==> src/rtl/painter_hue_stripe_gen_if.sv <==
// rtl/painter_hue_stripe_gen_if.sv - pixel request, mode and rgb bundle for the hue stripe painter
interface painter_hue_stripe_gen_if #(
  parameter int FRAME_BITS = 16,
  parameter int X_BITS     = 6,
  parameter int Y_BITS     = 6,
  parameter int CHAN_BITS  = 8
);
  logic [FRAME_BITS-1:0]  frame;
  logic                   frame_start;
  logic                   in_valid;
  logic [X_BITS-1:0]      x;
  logic [Y_BITS-1:0]      y;
  logic [1:0]             mode_req;
  logic                   mode_req_vld;
  logic [1:0]             mode;
  logic                   out_valid;
  logic [3*CHAN_BITS-1:0] rgb;

  // Scanner side: issues pixel requests and mode changes, receives colours.
  modport master (
    output frame, frame_start, in_valid, x, y, mode_req, mode_req_vld,
    input  mode, out_valid, rgb
  );

  // Painter side.
  modport slave (
    input  frame, frame_start, in_valid, x, y, mode_req, mode_req_vld,
    output mode, out_valid, rgb
  );
endinterface

==> src/rtl/painter_hue_stripe_gen.sv <==
// rtl/painter_hue_stripe_gen.sv - pipelined hue-wheel stripe painter; optional fade stage via PAINTER_FADE_EN
module painter_hue_stripe_gen #(
  parameter int FRAME_BITS  = 16,
  parameter int X_BITS      = 6,
  parameter int Y_BITS      = 6,
  parameter int CHAN_BITS   = 8,
  parameter int STRIPE_LOG2 = 3
) (
  input  logic                    clk,
  input  logic                    reset,
  painter_hue_stripe_gen_if.slave bus
);
  localparam int D        = Y_BITS - 1;
  localparam int HUE_BITS = Y_BITS + 2;
  localparam int CW       = CHAN_BITS;

  localparam logic [1:0] MODE_STRIPES = 2'd0;
  localparam logic [1:0] MODE_SOLID   = 2'd1;
  localparam logic [1:0] MODE_MONO    = 2'd2;

  // Widen a D-bit intensity to a channel by repeating its bits MSB first.
  function automatic logic [CW-1:0] scale_chan(input logic [D-1:0] v);
    logic [CW-1:0] r;
    r = '0;
    for (int k = 0; k < CW; k++) r[CW-1-k] = v[D-1-(k % D)];
    return r;
  endfunction

  // Upper frame bits only feed the pixel maths partially.
  logic unused_frame_bits;
  assign unused_frame_bits = ^bus.frame;

  // Mode control
  logic [1:0] mode_q, mode_d, pend_q, pend_d;

  // S1
  logic                v1_q, v1_d, st1_q, st1_d;
  logic [HUE_BITS-1:0] hue1_q, hue1_d;
  logic [Y_BITS-1:0]   yy1_q, yy1_d;
  logic [1:0]          md1_q, md1_d;
  logic [STRIPE_LOG2-1:0] sdiff;
  // S2
  logic                v2_q, v2_d, st2_q, st2_d;
  logic [HUE_BITS-1:0] hue2_q, hue2_d;
  logic [D-1:0]        dim2_q, dim2_d;
  logic [1:0]          md2_q, md2_d;
  // S3
  logic                v3_q, v3_d, st3_q, st3_d, up;
  logic [2:0]          sol3_q, sol3_d, grd3_q, grd3_d, sector;
  logic [D-1:0]        gd3_q, gd3_d, dim3_q, dim3_d, f;
  logic [1:0]          md3_q, md3_d;
  // S4
  logic                v4_q, v4_d;
  logic [3*CW-1:0]     rgb4_q, rgb4_d, col;
  logic [D-1:0]        ss, gg;
  logic [CW-1:0]       ss_c, gg_c;

`ifdef PAINTER_FADE_EN
  logic [3:0]          fade_q, fade_d, fd1_q, fd2_q, fd3_q, fd4_q;
  logic                v5_q;
  logic [3*CW-1:0]     rgb5_q, rgb5_d;
`endif

  // Pending request and frame-synchronous mode switch.
  always_comb begin
    mode_d = mode_q;
    pend_d = pend_q;
    if (bus.frame_start)  mode_d = pend_q;
    if (bus.mode_req_vld) pend_d = bus.mode_req;
  end

  // Pixel datapath next-state, one section per stage.
  always_comb begin
    // S1: hue, diagonal coordinate, stripe phase; mode latched with the pixel
    v1_d   = bus.in_valid;
    hue1_d = bus.frame[2 +: HUE_BITS] - HUE_BITS'(bus.x >> 1);
    yy1_d  = bus.y + bus.frame[0 +: Y_BITS] + Y_BITS'(bus.x);
    sdiff  = bus.x[STRIPE_LOG2-1:0] - bus.frame[STRIPE_LOG2-1:0];
    st1_d  = |sdiff;
    md1_d  = mode_d;

    // S2: fold the diagonal into a triangle wave
    v2_d   = v1_q;
    hue2_d = hue1_q;
    st2_d  = st1_q;
    md2_d  = md1_q;
    dim2_d = yy1_q[Y_BITS-1] ? ~yy1_q[D-1:0] : yy1_q[D-1:0];

    // S3: hue sector decode (bit0 R, bit1 G, bit2 B)
    sector = hue2_q[HUE_BITS-1 -: 3];
    f      = hue2_q[D-1:0];
    sol3_d = 3'b000;
    grd3_d = 3'b001;
    up     = 1'b1;
    case (sector)
      3'd0: begin sol3_d = 3'b000; grd3_d = 3'b001; up = 1'b1; end
      3'd1: begin sol3_d = 3'b001; grd3_d = 3'b010; up = 1'b1; end
      3'd2: begin sol3_d = 3'b010; grd3_d = 3'b001; up = 1'b0; end
      3'd3: begin sol3_d = 3'b010; grd3_d = 3'b100; up = 1'b1; end
      3'd4: begin sol3_d = 3'b110; grd3_d = 3'b001; up = 1'b1; end
      3'd5: begin sol3_d = 3'b101; grd3_d = 3'b010; up = 1'b0; end
      3'd6: begin sol3_d = 3'b100; grd3_d = 3'b001; up = 1'b0; end
      3'd7: begin sol3_d = 3'b000; grd3_d = 3'b100; up = 1'b0; end
    endcase
    gd3_d  = up ? f : ~f;
    dim3_d = dim2_q;
    v3_d   = v2_q;
    st3_d  = st2_q;
    md3_d  = md2_q;

    // S4: dim, scale, assemble channels and apply the mode
    v4_d = v3_q;
    ss   = ~dim3_q;
    gg   = (gd3_q > dim3_q) ? (gd3_q - dim3_q) : '0;
    ss_c = scale_chan(ss);
    gg_c = scale_chan(gg);
    col  = '0;
    for (int c = 0; c < 3; c++) begin
      if (grd3_q[c])      col[c*CW +: CW] = gg_c;
      else if (sol3_q[c]) col[c*CW +: CW] = ss_c;
    end
    case (md3_q)
      MODE_STRIPES: rgb4_d = st3_q ? col : '0;
      MODE_SOLID:   rgb4_d = col;
      MODE_MONO:    rgb4_d = st3_q ? {3{ss_c}} : '0;
      default:      rgb4_d = '0;
    endcase
  end

  // Mode and pipeline registers; async reset flushes pixels in flight.
  always_ff @(posedge clk or posedge reset) begin
    if (reset) begin
      mode_q <= '0;  pend_q <= '0;
      v1_q <= 1'b0;  st1_q <= 1'b0; hue1_q <= '0; yy1_q <= '0; md1_q <= '0;
      v2_q <= 1'b0;  st2_q <= 1'b0; hue2_q <= '0; dim2_q <= '0; md2_q <= '0;
      v3_q <= 1'b0;  st3_q <= 1'b0; sol3_q <= '0; grd3_q <= '0;
      gd3_q <= '0;   dim3_q <= '0;  md3_q <= '0;
      v4_q <= 1'b0;  rgb4_q <= '0;
    end else begin
      mode_q <= mode_d; pend_q <= pend_d;
      v1_q <= v1_d;  st1_q <= st1_d; hue1_q <= hue1_d; yy1_q <= yy1_d; md1_q <= md1_d;
      v2_q <= v2_d;  st2_q <= st2_d; hue2_q <= hue2_d; dim2_q <= dim2_d; md2_q <= md2_d;
      v3_q <= v3_d;  st3_q <= st3_d; sol3_q <= sol3_d; grd3_q <= grd3_d;
      gd3_q <= gd3_d; dim3_q <= dim3_d; md3_q <= md3_d;
      v4_q <= v4_d;  rgb4_q <= rgb4_d;
    end
  end

`ifdef PAINTER_FADE_EN
  // Fade ramps once per frame and restarts whenever a different mode is applied.
  always_comb begin
    fade_d = fade_q;
    if (bus.frame_start) begin
      if (pend_q != mode_q)    fade_d = '0;
      else if (fade_q != 4'hF) fade_d = fade_q + 4'd1;
    end
  end

  // S5: scale each channel by (fade+1)/16.
  always_comb begin
    logic [CW+3:0] prod;
    rgb5_d = '0;
    for (int c = 0; c < 3; c++) begin
      prod = (CW+4)'(rgb4_q[c*CW +: CW]) * (CW+4)'({1'b0, fd4_q} + 5'd1);
      rgb5_d[c*CW +: CW] = CW'(prod >> 4);
    end
  end

  // Fade register, its per-pixel copy down the pipe, and the S5 output stage.
  always_ff @(posedge clk or posedge reset) begin
    if (reset) begin
      fade_q <= '0; fd1_q <= '0; fd2_q <= '0; fd3_q <= '0; fd4_q <= '0;
      v5_q   <= 1'b0; rgb5_q <= '0;
    end else begin
      fade_q <= fade_d;
      fd1_q  <= fade_d; fd2_q <= fd1_q; fd3_q <= fd2_q; fd4_q <= fd3_q;
      v5_q   <= v4_q;   rgb5_q <= rgb5_d;
    end
  end

  assign bus.out_valid = v5_q;
  assign bus.rgb       = rgb5_q;
`else
  assign bus.out_valid = v4_q;
  assign bus.rgb       = rgb4_q;
`endif

  assign bus.mode = mode_q;
endmodule

==> src/flat_wrapper.sv <==
// flat-port wrapper written by rule: the top's interface ports become plain ports
module painter_hue_stripe_gen_flat 
#(
  parameter int FRAME_BITS  = 16,
  parameter int X_BITS      = 6,
  parameter int Y_BITS      = 6,
  parameter int CHAN_BITS   = 8,
  parameter int STRIPE_LOG2 = 3
)
  (clk, reset, bus_frame, bus_frame_start, bus_in_valid, bus_x, bus_y, bus_mode_req, bus_mode_req_vld, bus_mode, bus_out_valid, bus_rgb);
  painter_hue_stripe_gen_if #(.FRAME_BITS(FRAME_BITS), .X_BITS(X_BITS), .Y_BITS(Y_BITS), .CHAN_BITS(CHAN_BITS)) bus_i ();
  input  logic clk;
  input  logic reset;
  input wire logic [$bits(bus_i.frame)-1:0] bus_frame;
  input wire logic [$bits(bus_i.frame_start)-1:0] bus_frame_start;
  input wire logic [$bits(bus_i.in_valid)-1:0] bus_in_valid;
  input wire logic [$bits(bus_i.x)-1:0] bus_x;
  input wire logic [$bits(bus_i.y)-1:0] bus_y;
  input wire logic [$bits(bus_i.mode_req)-1:0] bus_mode_req;
  input wire logic [$bits(bus_i.mode_req_vld)-1:0] bus_mode_req_vld;
  output wire logic [$bits(bus_i.mode)-1:0] bus_mode;
  output wire logic [$bits(bus_i.out_valid)-1:0] bus_out_valid;
  output wire logic [$bits(bus_i.rgb)-1:0] bus_rgb;
  assign bus_i.frame = bus_frame;
  assign bus_i.frame_start = bus_frame_start;
  assign bus_i.in_valid = bus_in_valid;
  assign bus_i.x = bus_x;
  assign bus_i.y = bus_y;
  assign bus_i.mode_req = bus_mode_req;
  assign bus_i.mode_req_vld = bus_mode_req_vld;
  assign bus_mode = bus_i.mode;
  assign bus_out_valid = bus_i.out_valid;
  assign bus_rgb = bus_i.rgb;
  painter_hue_stripe_gen #(.FRAME_BITS(FRAME_BITS), .X_BITS(X_BITS), .Y_BITS(Y_BITS), .CHAN_BITS(CHAN_BITS), .STRIPE_LOG2(STRIPE_LOG2)) u_core (.clk(clk), .reset(reset), .bus(bus_i));
endmodule
==> config.mk <==
export PLATFORM = sky130hd
export DESIGN_NAME = painter_hue_stripe_gen_flat
export DESIGN_NICKNAME = d
export VERILOG_FILES = /design/src/rtl/painter_hue_stripe_gen_if.sv /design/src/rtl/painter_hue_stripe_gen.sv /design/src/flat_wrapper.sv
export SDC_FILE = /design/constraint.sdc
export NUM_CORES = 1
export LEC_CHECK = 0
export CORE_MARGIN = 2
export CORE_UTILIZATION = 45
export DETAILED_ROUTE_END_ITERATION = 6
export HOLD_SLACK_MARGIN = 0.08
export PLACE_DENSITY = 0.71
export SYNTH_ARGS = -nofsm -noshare
export SYNTH_HDL_FRONTEND = slang
export SYNTH_SLANG_ARGS = --single-unit
==> constraint.sdc <==
create_clock -name clk -period 3.5 [get_ports clk]
set_input_delay 0.7 -clock clk [delete_from_list [all_inputs] [get_ports clk]]
set_output_delay 0.7 -clock clk [all_outputs]
set_load 0.05 [all_outputs]
# Yosys cells after proc, flatten, opt, wreduce, memory -nomap -nowiden
# Memories as Yosys holds them, arrays and structs flattened.
# Cells that the tools add are included.
[op_classes] add_sub_neg=5 magnitude_cmp=1 eq_ne=2 n_mux=12 n_bitwise=3 n_reduce_logical=2
[op_table] cell="$pmux 24 s3" count=1
[op_table] cell="$mux 24" count=2
[op_table] cell="$mux 8" count=6
[op_table] cell="$mux 5" count=3
[op_table] cell="$not 5->5" count=3
[op_table] cell="$add 6x6->6" count=2
[op_table] cell="$sub 8x5->8" count=1
[op_table] cell="$gt 5x5->1" count=1
[op_table] cell="$sub 5x5->5" count=1
[op_table] cell="$reduce_or 3->1" count=1
[op_table] cell="$sub 3x3->3" count=1
[op_table] cell="$eq 2x1->1 const B" count=1
[op_table] cell="$eq 2x2->1 const B" count=1
[op_table] cell="$logic_not 2->1" count=1
[word_totals] ff_bits=82 romBits=56 input_bits=35 out_inout_bits=27 n_memories=1
[mem_list] name="(name not given)" depth=8 word_bits=7 read_ports=1 rd_ports_with_merged_regs=0 wr=0 line="painter_hue_stripe_gen.sv:95" rtl="case (sector)"

# Logic depth before layout (Yosys ltp)
[depth] ltp_word=5 mapped_depth=8 ltp_nobuf=8

# Worst setup path before layout
# OpenSTA, ideal clock, no wires.
[synth_timing] path_type="in2reg" startpoint="input bus_y[1]" endpoint="register u_core.yy1_q[5]" t_arrival_ns=2.195 t_required_ns=3.376 path_slack_ns=1.181 cell_stages=6 n_path_buf=0 cell_sequence="fa_1 > ha_1 > fa_1 > a21o_1 > a21oi_1 > xnor2_1"
[synth_via] elab_chain_len=2
[synth_rtl] element="from (decl)" line="flat_wrapper.sv:18" rtl="input wire logic [$bits(bus_i.y)-1:0] bus_y;"
[synth_rtl] element="$add 6x6->6 (2 in series)" line="painter_hue_stripe_gen.sv:77" rtl="yy1_d = bus.y + bus.frame[0 +: Y_BITS] + Y_BITS'(bus.x);"
[synth_rtl] element="named net u_core.yy1_d[5]" line="painter_hue_stripe_gen.sv:39" rtl="logic [Y_BITS-1:0] yy1_q, yy1_d;"
[synth_rtl] element="to (signal assigned)" line="painter_hue_stripe_gen.sv:141" rtl="v1_q <= v1_d; st1_q <= st1_d; hue1_q <= hue1_d; yy1_q <= yy1_d; md1_q <= md1_d;"
[synth_rtl] element="to (decl)" line="painter_hue_stripe_gen.sv:39"
# The timed path passes the listed nets, and every way through them passes these cells.
# A chain may end at the register's enable or synchronous reset.

# Worst setup path after layout
[layout_timing] startpoint="input bus_x[1]" endpoint="register u_core.yy1_q[5]"
[layout_via] elab_chain_len=1
[layout_rtl] element="from (decl)" line="flat_wrapper.sv:17" rtl="input wire logic [$bits(bus_i.x)-1:0] bus_x;"
[layout_rtl] element="$add 6x6->6" line="painter_hue_stripe_gen.sv:77"
[layout_rtl] element="named net u_core.yy1_d[5]" line="painter_hue_stripe_gen.sv:39"
# The timed path passes the listed nets, and every way through them passes these cells.

==> flow_summary.toml <==
[clock_network]
post-cts-setup-buffer-count = 0
clock_path_buffers = 2
cts.sinks = 72
path_clk_slew_ns = 0.07
root_buffer = "clkbuf_8"
cts_hold_buf = 0
htreeDepth = 3
cts_buffers = 9
clk_latency_ns = 0.33
cts_tree = "done"
cts_resized = 0

[final_layout]
layout.nets = 361
area_growth_pct = 25.6
final_cell_area_mm2 = 0.00396
drive_gt1_share_pct = 9.12
n_antenna_cell = 0

[critical_path]
crit_top_cell = "fa_1"
max_stage_delay_ns = 0.54
cp.depth = 7
arrival_ns = 2.82
crit_type = "in -> reg"
worstPathMaxFanout = 3
r2r_cells = 6
timing.critical_path.max_delay_family = "adder cells"
required_ns = 3.76
start_kind = "primary input"
path_cells = "clkdlybuf4s50_1 -> fa_1 -> ha_1 -> fa_1 -> a21o_1 -> a21oi_1 -> xnor2_1"
cp_num_buf_inv = 1
cp_slowest_cell = "clkdlybuf4s50_1"
endpoint_kind = "flop"

[logic_synthesis]
synth_warnings = 0
yosys-top-cells-count = "dfrtp_1, inv_1, ha_1"
syn_nets = 305
yosys.area.top_type_share_pct = 57.1
ys_async_sr_fraction_pct = 100
synth_most_common_cell = "dfrtp_1"
synth_area_leaders = "dfrtp_1, ha_1, fa_1, xnor2_1, inv_1"
syn_inst = 246
synth_edf_count = 0
syn_avg_cell_area_um2 = 12.8
yosysUniqueCellTypes = 38
ys_ff_latch = 72
yosysTopAreaCell = "dfrtp_1"
synth_ff_type = "dfrtp_1"
synth_area_mm2 = 0.00315
synth.yosys.seq_area_share_pct = 57.1

[route]
routed_via_density = 4.86
drc = 0
wl_um = 4920
drtIter0Drc = 60
drt_pass1_iterations = 4
vias = 1958
ant_nets = 0
wl_per_cell_um = 12.2

[power_and_ir_drop]
switchingPower_mw = 1.31
power_frac_clock_pct = 18.5
power_leakage_nw = 1.76
seqPwrFrac_pct = 36.8
peakVddDrop_mv = 0.280
comb_power_share_pct = 44.7
p_per_area_mw_per_mm2 = 816
switching_share_pct = 40.6
p_int_mw = 1.92

[sta]
hold_viol = 0
setup_viol = 0
worst_slew_pin_slew_ns = 0.649
tns_ns = 0
slew_headroom_pct = 55.5
period_minus_slack_ns = 2.56
fmax_ghz = 0.391
period_share_pct = 73.1
rsz0062_at_grt = "no"
final.setup_skew_ns = 0.00728
slew_violations = 0

[die]
die_w_um = 87.7
core_mm2 = 0.00679
ioPinCount = 62
initial_core_util_pct = 46.4
num_rows = 30
fp.dieH_um = 87.7
dieArea_mm2 = 0.00769

[grt]
grt_max_degree = 42
grt_pass1_wl_um = 8370
antenna_found_initial = 0
grt_overflow = 0
grt_pass1_vias = 1886
grt_usage_pct = 14.5

[worst_hold_path]
min_path_type = "reg -> reg"
min_path_cells = 0

[placed_design]
gp_congestion = 0.800
portBuffers = 55
dpl_cell_area_mm2 = 0.00377
dp_hpwl_um = 3890

[status]
status = "finished clean"

[run]
cap_violations = 0
==> through the flow <==
stage               std cells  power, mW  hold WS (ns)  utilization [%]  setup slack [ns]
finish                    403       3.23         0.350             58.3             0.942
global route              403       3.43         0.356             58.3             0.873
CTS                       403       3.27         0.351             58.3             0.931
detailed placement        387       2.66         0.335             55.5             0.575
global placement          387       2.63         0.332             55.5             0.619
floorplan                 246       2.28         0.331                -             0.975
==> power groups by stage <==
stage,clock [mW],sequential [mW],combinational [mW]
2_1_floorplan,0,1.45,0.824
3_3_place_gp,0,1.20,1.43
3_5_place_dp,0,1.21,1.45
4_1_cts,0.622,1.20,1.45
5_1_grt,0.657,1.22,1.55
6_report,0.598,1.19,1.44
==> state kept, by name, indices dropped and copies added, names as in the netlist, 3 cells and up <==
| register | count |
|---|---|
| u_core.hue2_q | 8 |
| u_core.dim3_q | 5 |
| u_core.yy1_q | 6 |
| u_core.sol3_q | 3 |
| u_core.hue1_q | 8 |
| u_core.bus.rgb | 15 |
| u_core.gd3_q | 5 |
| u_core.dim2_q | 5 |
==> cell type report <==
| type | instances | area [µm²] |
|---|---|---|
| well taps | 96 | 120 |
| clock buffers | 12 | 165 |
| flip-flops and latches | 72 | 1800 |
| inverters | 26 | 97.6 |
| fillers | 568 | 2830 |
| clock inverters | 4 | 27.5 |
| multi-input cells | 137 | 1180 |
| repair buffers | 56 | 571 |
==> final timing paths <==
kind,startpoint,endpoint,slack (ns)
hold reg to reg,u_core.hue1_q[6],u_core.hue2_q[6],0.35
hold / removal,u_core.hue1_q[6],u_core.hue2_q[6],0.35
setup / recovery,bus_x[1],u_core.yy1_q[5],0.94
min in group asynchronous,reset,u_core.hue2_q[0],0.77
max in group asynchronous,reset,u_core.bus.rgb[14],2.10
setup reg to reg,u_core.dim3_q[0],u_core.bus.rgb[7],1.41
==> kinds of logic after synthesis <==
kind of cell / after synthesis / synth area share (%)
DFF: 72 / 57.1
and+or+nand+nor: 43 / 7.50
AOI/OAI and AO/OA: 42 / 10.3
buffers and inverters: 37 / 5.48
adders and majority gates: 24 / 11.4
xor gates and xnor gates: 22 / 6.11
muxes: 6 / 2.06
==> placed cells by master (no fill, tap or decap), types with 3 or more instances in the layout <==
cell type | synthesis | routed
a21o_1 | 5 | 5
a21oi_1 | 7 | 7
clkbuf_8 | 0 | 12
clkdlybuf4s50_1 | 0 | 55
dfrtp_1 | 72 | 72
fa_1 | 8 | 8
ha_1 | 16 | 16
inv_1 | 26 | 25
mux2_2 | 4 | 4
nand2_1 | 15 | 15
nand3_1 | 3 | 3
nor2_1 | 3 | 3
nor2b_1 | 7 | 7
nor3_1 | 3 | 3
o211ai_1 | 4 | 4
o21a_1 | 4 | 4
o22ai_1 | 6 | 6
o2bb2ai_1 | 3 | 3
o32ai_1 | 6 | 6
or4_1 | 4 | 4
xnor2_1 | 13 | 13
xor2_1 | 9 | 9
==> metal layers <==
layer	GRT usage, %	vias to the layer above	part of all wire (%)
li1	-	944	-
met1	15.6	953	40
met2	26.7	57	55
met3	3.11	4	4.0
met4	7.13	0	1.2
met5	0	-	0
(Power assumes the default switching activity.)
